**src/rtl/vga_timing_pkg.sv**
```systemverilog
// Shared constants for the video timing generator: the 640x480@60 default mode,
// an 800x600@60 alternative, the default counter width, and a helper that sums
// the four regions of one axis into its total period.
package vga_timing_pkg;

  localparam int CNT_W_DEF = 12;

  // 640x480 @ 60 Hz, 25.175 MHz pixel rate, both syncs active-low
  localparam int VGA640_H_ACTIVE = 640;
  localparam int VGA640_H_FP     = 16;
  localparam int VGA640_H_SYNC   = 96;
  localparam int VGA640_H_BP     = 48;
  localparam int VGA640_V_ACTIVE = 480;
  localparam int VGA640_V_FP     = 10;
  localparam int VGA640_V_SYNC   = 2;
  localparam int VGA640_V_BP     = 33;
  localparam int VGA640_H_POL    = 0;
  localparam int VGA640_V_POL    = 0;

  // 800x600 @ 60 Hz, 40 MHz pixel rate, both syncs active-high
  localparam int SVGA800_H_ACTIVE = 800;
  localparam int SVGA800_H_FP     = 40;
  localparam int SVGA800_H_SYNC   = 128;
  localparam int SVGA800_H_BP     = 88;
  localparam int SVGA800_V_ACTIVE = 600;
  localparam int SVGA800_V_FP     = 1;
  localparam int SVGA800_V_SYNC   = 4;
  localparam int SVGA800_V_BP     = 23;
  localparam int SVGA800_H_POL    = 1;
  localparam int SVGA800_V_POL    = 1;

  function automatic int axis_total(input int active, input int fp, input int sync, input int bp);
    return active + fp + sync + bp;
  endfunction

endpackage

```
**src/rtl/vga_axis_counter.sv**
```systemverilog
// One axis (horizontal or vertical) of the timing generator: a wrapping counter
// with region decode. Ports: clkin/reset, step (advance by one), count (current
// position), wrap (count is the last position), in_active, in_sync (raw, unpolarised).
module vga_axis_counter
  import vga_timing_pkg::*;
#(
  parameter int ACTIVE = VGA640_H_ACTIVE,
  parameter int FP     = VGA640_H_FP,
  parameter int SYNC   = VGA640_H_SYNC,
  parameter int BP     = VGA640_H_BP,
  parameter int POL    = VGA640_H_POL,
  parameter int CNT_W  = CNT_W_DEF
) (
  input  logic             clkin,
  input  logic             reset,
  input  logic             step,
  output logic [CNT_W-1:0] count,
  output logic             wrap,
  output logic             in_active,
  output logic             in_sync
);

  localparam int TOTAL = axis_total(ACTIVE, FP, SYNC, BP);

  // Inclusive upper bounds, so a period that exactly fills 2**CNT_W never
  // needs a constant that would wrap to zero.
  localparam logic [CNT_W-1:0] LAST       = CNT_W'(TOTAL - 1);
  localparam logic [CNT_W-1:0] ACT_LAST   = CNT_W'(ACTIVE - 1);
  localparam logic [CNT_W-1:0] SYNC_FIRST = CNT_W'(ACTIVE + FP);
  localparam logic [CNT_W-1:0] SYNC_LAST  = CNT_W'(ACTIVE + FP + SYNC - 1);

  if (TOTAL > (longint'(1) << CNT_W)) begin : g_total_too_wide
    $error("vga_axis_counter: period %0d does not fit in %0d bits", TOTAL, CNT_W);
  end
  if (ACTIVE < 1 || SYNC < 1 || FP < 0 || BP < 0) begin : g_bad_regions
    $error("vga_axis_counter: ACTIVE and SYNC must be >= 1, porches >= 0");
  end
  if (POL != 0 && POL != 1) begin : g_bad_pol
    $error("vga_axis_counter: POL must be 0 or 1");
  end

  assign wrap      = (count == LAST);
  assign in_active = (count <= ACT_LAST);
  assign in_sync   = (count >= SYNC_FIRST) && (count <= SYNC_LAST);

  always_ff @(posedge clkin or posedge reset) begin
    if (reset) begin
      count <= '0;
    end else if (step) begin
      count <= wrap ? '0 : count + 1'b1;
    end
  end

endmodule

```
**src/rtl/vga_timing_gen.sv**
```systemverilog
// Parametrised video timing generator with pixel-rate enable. Ports: clkin/reset,
// pix_en; VGA_HS/VGA_VS (polarity per H_POL/V_POL), activeVideo, vblank,
// line_start, frame_start, pix_x/pix_y -- all registered, one enabled cycle late.
module vga_timing_gen
  import vga_timing_pkg::*;
#(
  parameter int H_ACTIVE = VGA640_H_ACTIVE,
  parameter int H_FP     = VGA640_H_FP,
  parameter int H_SYNC   = VGA640_H_SYNC,
  parameter int H_BP     = VGA640_H_BP,
  parameter int V_ACTIVE = VGA640_V_ACTIVE,
  parameter int V_FP     = VGA640_V_FP,
  parameter int V_SYNC   = VGA640_V_SYNC,
  parameter int V_BP     = VGA640_V_BP,
  parameter int H_POL    = VGA640_H_POL,
  parameter int V_POL    = VGA640_V_POL,
  parameter int CNT_W    = CNT_W_DEF
) (
  input  logic             clkin,
  input  logic             reset,
  input  logic             pix_en,
  output logic             VGA_HS,
  output logic             VGA_VS,
  output logic             activeVideo,
  output logic             vblank,
  output logic             line_start,
  output logic             frame_start,
  output logic [CNT_W-1:0] pix_x,
  output logic [CNT_W-1:0] pix_y
);

  localparam logic HS_ON = (H_POL != 0);
  localparam logic VS_ON = (V_POL != 0);

  logic [CNT_W-1:0] h_count, v_count;
  logic             h_wrap, h_active, h_sync;
  logic             v_wrap_unused, v_active, v_sync;

  vga_axis_counter #(
    .ACTIVE(H_ACTIVE), .FP(H_FP), .SYNC(H_SYNC), .BP(H_BP), .POL(H_POL), .CNT_W(CNT_W)
  ) u_h (
    .clkin    (clkin),
    .reset    (reset),
    .step     (pix_en),
    .count    (h_count),
    .wrap     (h_wrap),
    .in_active(h_active),
    .in_sync  (h_sync)
  );

  // The vertical axis moves on the same enabled edge that takes h back to 0.
  // Its own wrap is implicit in the counter; nothing downstream needs it.
  vga_axis_counter #(
    .ACTIVE(V_ACTIVE), .FP(V_FP), .SYNC(V_SYNC), .BP(V_BP), .POL(V_POL), .CNT_W(CNT_W)
  ) u_v (
    .clkin    (clkin),
    .reset    (reset),
    .step     (pix_en & h_wrap),
    .count    (v_count),
    .wrap     (v_wrap_unused),
    .in_active(v_active),
    .in_sync  (v_sync)
  );

  // Every output is decoded from the pre-increment counts on the same enabled
  // edge, so all of them describe one (h,v) position and stay mutually aligned.
  always_ff @(posedge clkin or posedge reset) begin
    if (reset) begin
      pix_x       <= '0;
      pix_y       <= '0;
      activeVideo <= 1'b0;
      vblank      <= 1'b0;
      line_start  <= 1'b0;
      frame_start <= 1'b0;
      VGA_HS      <= ~HS_ON;
      VGA_VS      <= ~VS_ON;
    end else if (pix_en) begin
      pix_x       <= h_count;
      pix_y       <= v_count;
      activeVideo <= h_active & v_active;
      vblank      <= ~v_active;
      line_start  <= (h_count == '0);
      frame_start <= (h_count == '0) && (v_count == '0);
      VGA_HS      <= h_sync ? HS_ON : ~HS_ON;
      VGA_VS      <= v_sync ? VS_ON : ~VS_ON;
    end
  end

endmodule
```
**config.mk**
```make
export PLATFORM = sky130hd
export DESIGN_NAME = vga_timing_gen
export DESIGN_NICKNAME = d
export VERILOG_FILES = /design/src/rtl/vga_timing_pkg.sv /design/src/rtl/vga_axis_counter.sv /design/src/rtl/vga_timing_gen.sv
export SDC_FILE = /design/constraint.sdc
export NUM_CORES = 1
export LEC_CHECK = 0
export CAP_MARGIN = 20
export CORE_MARGIN = 1
export CORE_UTILIZATION = 35
export CTS_BUF_LIST = sky130_fd_sc_hd__clkbuf_16
export CTS_CLUSTER_SIZE = 28
export DETAILED_ROUTE_END_ITERATION = 10
export PLACE_DENSITY = 0.64
export SLEW_MARGIN = 20
export SYNTH_ARGS = -nofsm -noshare
export SYNTH_HDL_FRONTEND = slang
export SYNTH_HIERARCHICAL = 1
export SYNTH_SLANG_ARGS = --single-unit
```
**constraint.sdc**
```tcl
create_clock -name clkin -period 3.45 [get_ports clkin]
set_input_delay 0.69 -clock clkin [delete_from_list [all_inputs] [get_ports clkin]]
set_output_delay 0.69 -clock clkin [all_outputs]
set_load 0.01 [all_outputs]
```
==> flow_metrics.py, run 1 <==
metrics = {
    "outcome": {
        "outcome": "finished clean",
    },
    "cts": {
        "cts.sinks": 54,
        "clock_path_buffers": 2,
        "cts_root_buffer": "clkbuf_16",
        "cts_inserted_buffers": 5,
        "post_cts_buffers": 0,
        "cts_tree": "done",
        "htree_num_levels": 2,
        "clkLatencyLatePin_ns": 0.29,
        "clk_pin_slew_ns": 0.07,
        "ctsResizeCount": 0,
        "ctsHoldBuffers": 0,
    },
    "floorplan": {
        "io_pins": 33,
        "initial_core_util_pct": 36.41,
        "die_y_microns": 89.32,
        "core_area_sq_um": 7331,
        "die_w_microns": 89.32,
        "fp.dieArea_sq_um": 7978,
        "rows": 31,
    },
    "timing": {
        "clock.fmax_mhz": 387.6,
        "min_period_ns": 2.580,
        "worst_slew_pin_slew_ns": 0.6035,
        "setup_slack_ns": 0.8698,
        "rsz0062_at_grt": "false",
        "skew_ns": 0.005105,
        "whs_ns": 0.4785,
        "drv_slew": 0,
        "fin_tns_setup_ns": 0,
        "hold_violations": 0,
        "relSlewSlack_pct": 59.65,
        "finalCritPeriodShare_pct": 74.79,
        "setup-violations-final": 0,
    },
    "grt": {
        "gr-usage-all-layers_pct": 15.59,
        "grt_pass1_wl_microns": 9404,
        "antenna_found_initial": 0,
        "grt_pass1_vias": 1811,
        "grt_max_degree": 26,
        "grt.overflow.total": 0,
    },
    "critical_path": {
        "timing.rr.end": "u_v/count[4]",
        "cp-startpoint": "u_h/count[0]",
        "r2r_start": "u_h/count[0]",
        "startpoint_type": "register",
        "critPathKind": "reg -> reg",
        "path_max_fanout": 13,
        "cp.required_ns": 3.66,
        "r2r_slack_ns": 0.87,
        "worst-r2r-cell-count": 7,
        "endpoint_kind": "register",
        "arrival_ns": 2.79,
        "crit_end": "u_v/count[4]",
    },
    "layout": {
        "num-fill-cells": 685,
        "fin_cells": 358,
        "diodes": 0,
        "nets": 266,
        "drive_gt1_share_pct": 19.69,
        "area_growth_pct": 19.50,
        "finalInstanceArea_sq_um": 3189,
        "regArea_sq_um": 1354,
        "layout_common_cells": "52 x dfrtp_1, 31 x clkdlybuf4s50_1, 24 x mux2_2",
        "mostFrequentLayoutCell": "dfrtp_1",
        "multi_input_area_sq_um": 1180,
        "post-route-util_pct": 43.51,
    },
    "yosys": {
        "ys_warn_count": 6,
        "synth_seq_area_share_pct": 50.73,
        "synth-edff-count": 0,
        "synthArstFlopShare_pct": 100.0,
        "synth_seq_cells": 54,
        "syn-mean-instance-area_sq_um": 11.86,
        "netlist_area_sq_um": 2669,
        "synth.distinct_cells": 46,
        "syn_nets": 233,
        "synth_flop_cell": "dfrtp_1",
        "syn_inst": 225,
    },
    "detailed_routing": {
        "wl_microns": 5430,
        "firstDrtPassIters": 4,
        "wl_per_cell_microns": 15.17,
        "drtIter0Drc": 100,
        "route.detailed.drc": 0,
        "via_count": 1830,
        "postRouteAntennaNets": 0,
        "viasPerCell": 5.112,
    },
    "place": {
        "numPortBuffers": 32,
        "dp_cells": 350,
        "preCtsSetupSlack_ns": 0.8937,
        "placed_area_sq_um": 3048,
        "detailed_place_hpwl_microns": 3722,
        "place.gp.congestion": 0.9111,
    },
    "power_and_ir_drop": {
        "fin_total_pwr_mw": 1.632,
        "leakage_nw": 1.379,
        "p_per_area_nw_per_um2": 511.7,
        "ir_drop_uv": 361.6,
    },
    "worst_hold_path": {
        "hp-class": "reg -> reg",
    },
    "run": {
        "drv_cap": 0,
    },
}
metal layers:
layer	global-route usage (%)	routed length [microns]	share of wire (%)
met2	21.44	2284	42
met5	0	0	0
met3	2.862	234	4.3
met4	6.782	98	1.8
met1	23.69	2812	52
power breakdown:
part | internal, mW | switching (mW)
Sequential | 0.712 | 0.0945
Clock | 0.266 | 0.225
Combinational | 0.167 | 0.167
worst min path at each step:
stage	from	cells past startpoint	endpoint
floorplan	VGA_HS	2	VGA_HS
global placement	VGA_HS	2	VGA_HS
detailed placement	VGA_HS	2	VGA_HS
CTS	VGA_HS	2	VGA_HS
global route	VGA_HS	2	VGA_HS
finish	VGA_HS	2	VGA_HS
final cells by class:
| class | count | share of cell area [%] |
|---|---|---|
| tap | 99 | 3.884 |
| inverter | 16 | 1.883 |
| sequential | 54 | 42.45 |
| clock buffer | 5 | 3.923 |
| timing repair buffer | 34 | 10.36 |
| clock inverter | 3 | 0.5100 |
| multi-input combinational | 147 | 36.99 |
cell usage after synthesis (3+ instances only):
master,count,area (sq um)
nor2_1,4,15.01
mux2i_1,4,40.04
a21oi_1,4,20.02
or3_2,3,22.52
mux2_2,24,270.3
xor2_1,6,52.55
nand4_1,5,31.28
nand3_1,12,60.06
nand2b_1,5,31.28
buf_6,5,56.30
o21ai_0,8,40.04
nor4_1,8,50.05
nand2_1,10,37.54
o31ai_1,4,30.03
ha_1,5,62.56
nor3_1,5,25.02
and3_1,3,18.77
xnor2_1,6,52.55
inv_1,16,60.06
dfrtp_1,52,1301
registers in the layout, indices dropped and copies added (netlist names):
| register | cells |
|---|---|
| VGA_HS | 1 |
| VGA_VS | 1 |
| activeVideo | 1 |
| frame_start | 1 |
| line_start | 1 |
| pix_x | 12 |
| pix_y | 12 |
| u_h/count | 12 |
| u_v/count | 12 |
| vblank | 1 |
cells by family (layout without fill, tap and decap cells):
kind of cell	count (synthesis)	after routing	share of synthesized area (%)
xor gates and xnor gates	12	12	3.938
DFF	54	54	50.73
muxes	28	28	11.63
and+or+nand+nor	76	76	19.46
adders and majority gates	5	5	2.344
AOI/OAI and AO/OA	26	26	6.845
buffers and inverters	24	58	5.063
critical path: stages (launching register included):
cell and delay [ns]:
dfrtp_1 0.45, ha_1 0.22, or4b_4 0.53, nor3_4 0.16
and2_1 0.44, nand4_1 0.24, or2_2 0.32, o21ai_0 0.13
(Power assumes the default switching activity.)
==> inputs of run 2 (changes only) <==
--- a/config.mk
+++ b/config.mk
@@ -11,7 +11,7 @@
 export CTS_BUF_LIST = sky130_fd_sc_hd__clkbuf_16
 export CTS_CLUSTER_SIZE = 28
 export DETAILED_ROUTE_END_ITERATION = 10
-export PLACE_DENSITY = 0.64
+export PLACE_DENSITY = 0.66
 export SLEW_MARGIN = 20
 export SYNTH_ARGS = -nofsm -noshare
 export SYNTH_HDL_FRONTEND = slang
==> constraint.sdc (replaced) <==
create_clock -name clkin -period 2.15 [get_ports clkin]
set_input_delay 0.43 -clock clkin [delete_from_list [all_inputs] [get_ports clkin]]
set_output_delay 0.43 -clock clkin [all_outputs]
set_load 0.01 [all_outputs]
==> run 2 against run 1 <==
Clock-buffer cell count stayed put. Sequential share of layout area down 1.9 points. Die area unchanged. Critical path depth increased by 1. Design area is 4.7% higher. Clock power up 59%. Clock skew grew 0.0010 ns. Routed wire length is 2.7% higher. Global-route usage about the same. Worst hold slack lost 0.0053 ns. Critical path type unchanged. Highest routed layer unchanged.
==> flow_metrics.py, run 2 (synthesis gave the netlist of run 1 again) <==
metrics = {
    "detailed_routing": {
        "via_count": 1935,
        "postRouteAntennaNets": 0,
        "wl_per_cell_microns": 14.82,
        "viasPerCell": 5.146,
        "route.detailed.drc": 0,
        "drtIter0Drc": 225,
        "wl_microns": 5574,
        "firstDrtPassIters": 6,
    },
    "worst_hold_path": {
        "hold_depth": 2,
        "whs_endpoint": "VGA_HS",
        "min_from": "VGA_HS",
        "hp-class": "reg -> reg",
    },
    "power_and_ir_drop": {
        "clkPwrFrac_pct": 28.8,
        "fin_total_pwr_mw": 2.707,
        "leakage_nw": 1.481,
        "ir_drop_uv": 495.1,
        "p_per_area_nw_per_um2": 810.3,
        "switching_share_pct": 29.29,
        "intPower_mw": 1.914,
        "power_frac_seq_pct": 46.0,
        "comb_power_share_pct": 25.2,
        "p_sw_mw": 0.7929,
    },
    "critical_path": {
        "startpoint_type": "register",
        "worst-r2r-cell-count": 8,
        "cp.required_ns": 2.36,
        "path_max_fanout": 5,
        "slowest_delay_ns": 0.48,
        "critPathKind": "reg -> reg",
        "crit_chain": "ha_1, or4b_4, nor3_4, and2_4, nand4_1, buf_4, nor2_2, xor2_1",
        "arrival_ns": 2.21,
        "r2r_start": "u_h/count[0]",
        "cp_slowest_cell": "or4b_4",
        "timing.rr.end": "u_v/count[6]",
        "endpoint_kind": "register",
        "r2r_slack_ns": 0.15,
    },
    "place": {
        "numPortBuffers": 32,
        "detailed_place_hpwl_microns": 3954,
        "place.gp.congestion": 0.8481,
    },
    "floorplan": {
        "die_w_microns": 89.32,
        "rows": 31,
        "core_area_sq_um": 7331,
        "io_pins": 33,
        "initial_core_util_pct": 36.41,
        "die_y_microns": 89.32,
        "fp.dieArea_sq_um": 7978,
    },
    "cts": {
        "htree_num_levels": 2,
        "cts_inserted_buffers": 5,
        "cts_tree": "done",
        "clock_path_buffers": 2,
        "cts.sinks": 54,
        "clk_pin_slew_ns": 0.07,
        "clkLatencyLatePin_ns": 0.29,
        "ctsHoldBuffers": 0,
        "cts_root_buffer": "clkbuf_16",
    },
    "timing": {
        "setup-violations-final": 0,
        "fin_tns_setup_ns": 0,
        "min_period_ns": 2.000,
        "drv_slew": 0,
        "finalCritPeriodShare_pct": 93.00,
        "hold_violations": 0,
        "relSlewSlack_pct": 66.95,
        "clock.fmax_mhz": 500.1,
        "worst_slew_pin_slew_ns": 0.4952,
        "skew_ns": 0.006106,
    },
    "layout": {
        "area_growth_pct": 25.18,
        "layout_common_cells": "52 x dfrtp_1, 31 x clkdlybuf4s50_1, 24 x mux2_2",
        "mostFrequentLayoutCell": "dfrtp_1",
        "drive_gt1_share_pct": 25.63,
        "diodes": 0,
        "num-fill-cells": 674,
        "nets": 284,
    },
    "outcome": {
        "outcome": "finished clean",
    },
    "grt": {
        "grt_max_degree": 24,
        "grt_pass1_vias": 1847,
        "grt_pass1_wl_microns": 9363,
        "antenna_found_initial": 0,
        "grt.overflow.total": 0,
        "gr-usage-all-layers_pct": 15.56,
    },
    "run": {
        "drv_cap": 0,
    },
}
[run 2: how the worst max path moves through the flow]
stage          slack, ns         start           end
4_1_cts             0.07  u_h/count[0]  u_v/count[4]
3_5_place_dp        0.09  u_h/count[0]  u_v/count[4]
5_1_grt           -0.004  u_h/count[0]  u_v/count[6]
2_1_floorplan       0.10  u_h/count[0]  u_v/count[3]
6_report            0.15  u_h/count[0]  u_v/count[6]
3_3_place_gp        0.13  u_h/count[0]  u_v/count[4]
[run 2: layout make-up]
type | count | area [sq um] | area share (%)
timing repair buffer | 52 | 478.0 | 14.31
sequential | 54 | 1354 | 40.52
tap | 99 | 123.9 | 3.708
inverter | 16 | 60.06 | 1.798
clock inverter | 3 | 15.01 | 0.4494
multi-input combinational | 147 | 1185 | 35.47
clock buffer | 5 | 125.1 | 3.745
[run 2: per-layer routing]
metal / part of all wire, % / GRT usage [%]
met5: 0 / 0
met4: 1.5 / 6.205
met3: 3.7 / 2.401
met2: 44 / 22.76
met1: 51 / 22.99
[run 2: metrics by stage]
stage / utilization, % / setup slack [ns] / instances / area, sq um / hold WS [ns]
3_3_place_gp: 43.49 / 0.1258 / 367 / 3188 / 0.4602
6_report: 45.57 / 0.1504 / 376 / 3341 / 0.4732
5_1_grt: 45.57 / -0.004186 / 376 / 3341 / 0.4838
4_1_cts: 45.40 / 0.06692 / 375 / 3328 / 0.4747
3_5_place_dp: 43.49 / 0.08916 / 367 / 3188 / 0.4590
2_1_floorplan: - / 0.1038 / 225 / 2670 / 0.2947
[run 2: timing repair]
action	CTS	global route
resized for setup	0	4
setup buffers	0	1
setup endpoints to repair	0	2
[run 2: worst max-delay path, delay by kind of cell, from the launching register on]
| kind | cells | cell delay, ns |
|---|---|---|
| adder cells (fa/ha/maj) | 1 | 0.16 |
| buffers and inverters | 1 | 0.19 |
| AND/OR/NAND/NOR | 5 | 1.06 |
| XOR/XNOR | 1 | 0.15 |
| flip-flops | 1 | 0.35 |
[run 2: power groups by stage]
stage / clock, mW / combinational (mW) / sequential, mW
after global placement: 0 / 0.677 / 1.26
after CTS: 0.793 / 0.683 / 1.25
final: 0.779 / 0.683 / 1.25
after floorplan: 0 / 0.359 / 1.30
after global routing: 0.842 / 0.748 / 1.27
after detailed placement: 0 / 0.681 / 1.27
==> edit 1, RTL diff (settings of run 2) <==
Set the package constant `CNT_W_DEF` to 16 (it was 12).
--- a/src/rtl/vga_timing_pkg.sv
+++ b/src/rtl/vga_timing_pkg.sv
@@ -3,7 +3,7 @@
 // the four regions of one axis into its total period.
 package vga_timing_pkg;
 
-  localparam int CNT_W_DEF = 12;
+  localparam int CNT_W_DEF = 16;
 
   // 640x480 @ 60 Hz, 25.175 MHz pixel rate, both syncs active-low
   localparam int VGA640_H_ACTIVE = 640;
Interface: changed (resized pix_x and pix_y); port bits go from 33 to 41. No check against the original RTL was run, so the function may have changed too.
==> edit 1 against run 2 <==
Critical path depth decreased by 1; clock power increased by 94%; fmax decreased by 2.0%; routed wire length increased by 23%; synthesized area increased by 22%; sequential cell count increased by 16; power increased by 31%; final area increased by 28%; sequential power increased by 18%; worst setup slack got worse by 41 ps; combinational power decreased by 18%; highest routed layer unchanged.
==> edit 1: results (changes against run 2) <==
| Metric | Value |
|---|---|
| Peak supply drop | 0.5858 mV (was 0.4951 mV) |
| # resized after CTS | 0 (unchanged) |
| H-Tree Depth | 3 (was 2) |
| Final min period | 2040 ps (was 2000 ps) |
| Setup slack at placement | 12.04 ps (was 89.16 ps) |
| # fillers | 826 (was 674) |
| Reg2Reg Depth | 7 (was 8) |
| Status | finished clean (unchanged) |
| 1st-iter DRT viols | 63 (was 225) |
| Routed WL | 6880 µm (was 5574 µm) |
| Sw Share | 0.2391 (was 0.2929) |
| Largest net degree at the start of global routing | 28 (was 24) |
| Worst Path Arrival | 2250 ps (was 2210 ps) |
| CTS buffer count | 9 (was 5) |
| Clk_skew | 5.544 ps (was 6.106 ps) |
| Tot GR Track Use | 0.1557 (was 0.1556) |
| R2R Setup Slk | 110 ps (was 150 ps) |
| Nets | 354 (was 284) |
| Syn nets | 282 (was 233) |
| Min Hold Slack | 468.3 ps (was 473.2 ps) |
| Leakage | 1.951 nW (was 1.481 nW) |
| DR vias | 2331 (was 1935) |
| Worst-Skew Late Latency | 330 ps (was 290 ps) |
| Port buffer count | 40 (was 32) |
| Slew Limit Headroom | 0.5764 (was 0.6695) |
| CP endpoint | u_v/count[8] (was u_v/count[6]) |
| First-pass GRT wire length | 11590 µm (was 9363 µm) |
edit 1: layer usage:
metal  part of all wire  global-route usage  wire [µm]
met1               0.42              0.1838       2908
met2               0.52              0.2644       3593
met3              0.040             0.05369        272
met4              0.015             0.05396        106
met5                  0                   0          0
edit 1: area by class of cell:
type | instances | area (µm²) | area share
Multi-Input combinational cell | 179 | 1410 | 0.3290
Timing Repair Buffer | 70 | 620.6 | 0.1448
Tap cell | 108 | 135.1 | 0.03152
Clock inverter | 7 | 81.33 | 0.01897
Sequential cell | 70 | 1754 | 0.4092
Inverter | 16 | 60.06 | 0.01401
Clock buffer | 9 | 225.2 | 0.05254
edit 1: worst min-delay path by stage:
stage / depth (start not counted) / start / endpoint
final: 2 / VGA_HS / VGA_HS
after CTS: 2 / VGA_HS / VGA_HS
after detailed placement: 2 / VGA_HS / VGA_HS
after floorplan: 1 / reset / u_h/count[0]
after global placement: 2 / VGA_HS / VGA_HS
after global routing: 2 / VGA_HS / VGA_HS
edit 1: critical path, cell delays in order (launching register included):
cell     delay [ps]
dfrtp_1         370
or4_4           550
nor4_4          150
and2_4          220
nand2_1         120
nor2_2          200
nand4_1         150
xnor2_1         160
edit 1: through the flow:
stage / TNS [ps] / util / area, µm² / std cells
global placement: 0 / 0.4475 / 3960 / 442
floorplan: 0 / - / 3273 / 274
finish: 0 / 0.4844 / 4287 / 459
CTS: 0 / 0.4822 / 4267 / 458
detailed placement: 0 / 0.4475 / 3960 / 442
global route: -16.01 / 0.4844 / 4287 / 459
edit 1: power groups by stage:
stage	combinational [mW]	clock (mW)	sequential, mW
final	0.563	1.51	1.48
after global routing	0.614	1.60	1.49
after CTS	0.570	1.55	1.48
after detailed placement	0.566	0	1.50
after global placement	0.553	0	1.49
after floorplan	0.225	0	1.57
==> edit 2, RTL diff (config.mk and constraints of run 2) <==
Without the edit above. Register the output `pix_x` once more, with the module's reset; this adds one clock of latency there. The other outputs are not delayed to match. Comments in the files are not updated.
--- a/src/rtl/vga_timing_gen.sv
+++ b/src/rtl/vga_timing_gen.sv
@@ -31,6 +31,8 @@
 
   localparam logic HS_ON = (H_POL != 0);
   localparam logic VS_ON = (V_POL != 0);
+
+  logic [CNT_W-1:0] pix_x_s0;
 
   logic [CNT_W-1:0] h_count, v_count;
   logic             h_wrap, h_active, h_sync;
@@ -66,7 +68,7 @@
   // edge, so all of them describe one (h,v) position and stay mutually aligned.
   always_ff @(posedge clkin or posedge reset) begin
     if (reset) begin
-      pix_x       <= '0;
+      pix_x_s0    <= '0;
       pix_y       <= '0;
       activeVideo <= 1'b0;
       vblank      <= 1'b0;
@@ -75,7 +77,7 @@
       VGA_HS      <= ~HS_ON;
       VGA_VS      <= ~VS_ON;
     end else if (pix_en) begin
-      pix_x       <= h_count;
+      pix_x_s0    <= h_count;
       pix_y       <= v_count;
       activeVideo <= h_active & v_active;
       vblank      <= ~v_active;
@@ -86,4 +88,12 @@
     end
   end
 
+  always_ff @(posedge clkin or posedge reset) begin
+    if (reset) begin
+      pix_x <= '0;
+    end else begin
+      pix_x <= pix_x_s0;
+    end
+  end
+
 endmodule
Formal check against the unedited RTL: not equivalent (Yosys sat finds a counterexample within 4 cycles, from zero or initial values and one cycle with reset high).
==> edit 2 against run 2 <==
Sequential cell count is 12 higher; core utilization rose by 0.22 points; routed wire length increased by 6.1%; final area grew 13%; synthesized area is 11% higher; die area increased by 11%; global-route usage is 0.40 points lower; power increased by 35%; worst setup slack worse by 32 ps; critical endpoint is now u_v/count[4].
==> edit 2: results (changes against run 2) <==
| Metric | Value |
|---|---|
| DR WL/cell | 14.86 µm (was 14.82 µm) |
| Tot GR Track Use | 0.1517 (was 0.1556) |
| Setup bufs post-CTS | 0 (unchanged) |
| Reg2Reg Depth | 7 (was 8) |
| Layout cells sized above 1 | 0.2526 (was 0.2563) |
| Most instantiated cells after synthesis | dfrtp_1 (64), mux2_2 (24), inv_1 (16), nand3_1 (12), nand2_1 (10) (was dfrtp_1 (52), mux2_2 (24), inv_1 (16), nand3_1 (12), nand2_1 (10)) |
| DR vias/cell | 5.085 (was 5.146) |
| Worst-path maximum fanout | 6 (was 5) |
| Slowest-stage cell, CP | or4b_4 (unchanged) |
| CTS Buffer Depth | 2 (unchanged) |
| FFs w/ async S/R, synth | 1.000 (unchanged) |
| Diodes inserted | 0 (unchanged) |
| Status | finished clean (unchanged) |
| 1st-iter DRT viols | 73 (was 225) |
| # fillers | 741 (was 674) |
| Gpl congestion | 0.7519 (was 0.8481) |
| Worst min path class | flip-flop to flip-flop (unchanged) |
| Port buffer count | 32 (unchanged) |
| Warnings from Yosys | 6 (unchanged) |
| WHS Path Cells | 0 (was 2) |
| Worst Path Arrival | 2280 ps (was 2210 ps) |
| H-Tree Depth | 3 (was 2) |
| Number of distinct library cells after synthesis | 46 (unchanged) |
| Peak supply drop | 0.5405 mV (was 0.4951 mV) |
| Root buf cell | clkbuf_16 (unchanged) |
| Leakage | 1.681 nW (was 1.481 nW) |
| First-pass GRT wire length | 9949 µm (was 9363 µm) |
| Vias in the first global route | 2044 (was 1847) |
| Slew Limit Headroom | 0.6746 (was 0.6695) |
| CTS clk-pin slew, worst paths | 50 ps (was 70 ps) |
| Register area share after synthesis | 0.5571 (was 0.5073) |
| Worst-Skew Late Latency | 330 ps (was 290 ps) |
| Critical path's top delay family | simple AND/OR/NAND/NOR gates (unchanged) |
| DR DRC count | 0 (unchanged) |
| Initial antenna violation count | 0 (unchanged) |
| Sw Share | 0.2709 (was 0.2929) |
| Synth top area cells | dfrtp_1 (54%), mux2_2 (9.1%), ha_1 (2.1%) (was dfrtp_1 (49%), mux2_2 (10%), ha_1 (2.3%)) |
| Hpwl dp | 4117 µm (was 3954 µm) |
| Largest net degree at the start of global routing | 27 (was 24) |
| CTS buffer count | 9 (was 5) |
| CP max stage delay | 490 ps |
| Nets | 296 (was 284) |
| Syn nets | 245 (was 233) |
| Pre-Repair DR Iteration Count | 4 (was 6) |
| Clk_skew | 4.112 ps (was 6.106 ps) |
edit 2: changes by cell type after synthesis:
| cell | delta |
|---|---|
| dfrtp_1 | +12 |
edit 2: final timing paths:
| check | end | slack (ps) | start |
|---|---|---|---|
| setup / recovery | u_v/count[4] | 120 | u_h/count[0] |
| hold / removal | pix_x[6] | 370 | pix_x_s0[6] |
| setup reg to reg | u_v/count[4] | 120 | u_h/count[0] |
| hold reg to reg | pix_x[6] | 370 | pix_x_s0[6] |
| max in group asynchronous | VGA_VS | 1230 | reset |
| min in group asynchronous | u_v/count[9] | 550 | reset |
edit 2: power groups by stage:
stage	Clock, mW	Combinational, mW	Sequential [mW]
3_3_place_gp	0	0.664	1.57
5_1_grt	1.51	0.735	1.58
2_1_floorplan	0	0.361	1.60
3_5_place_dp	0	0.679	1.57
6_report	1.43	0.674	1.55
4_1_cts	1.46	0.682	1.56
edit 2: timing repair:
action,4_1_cts,5_1_grt
resized for setup,1,2
endpoints found under the setup margin,1,1
pin swaps,0,0
hold buffers,0,0
edit 2: kinds of logic after synthesis:
| logic type | Yosys count | synth area share |
|---|---|---|
| and+or+nand+nor | 76 | 0.1749 |
| AOI/OAI and AO/OA | 26 | 0.06153 |
| muxes | 28 | 0.1045 |
| DFF | 66 | 0.5571 |
| xor gates and xnor gates | 12 | 0.03540 |
| adders and majority gates | 5 | 0.02107 |
| buffers and inverters | 24 | 0.04551 |
edit 2: area by class of cell:
type                            count  area (µm²)  share of cell area
Sequential cell                    66        1654              0.4396
Multi-Input combinational cell    147        1182              0.3143
Timing Repair Buffer               48       440.4              0.1171
Clock buffer                        9       225.2             0.05986
Tap cell                          105       131.4             0.03492
Clock inverter                      7       68.82             0.01829
Inverter                           16       60.06             0.01596
edit 2: per-layer routing:
layer	GRT usage	up-vias	wire (µm)
met3	0.03074	11	150
met5	0	-	0
met2	0.2506	36	2979
li1	-	961	-
met4	0.1064	0	191
met1	0.1753	1016	2594
edit 2: metrics by stage:
step	setup slack [ps]	power (mW)	cells	hold slack (ps)	cell area [µm²]
floorplan	120.3	1.962	237	294.7	2970
global placement	119.9	2.235	382	359.9	3466
detailed placement	26.23	2.253	382	363.6	3466
CTS	39.17	3.699	398	376.1	3761
global route	35.82	3.819	398	387.6	3762
finish	118.4	3.653	398	372.1	3762
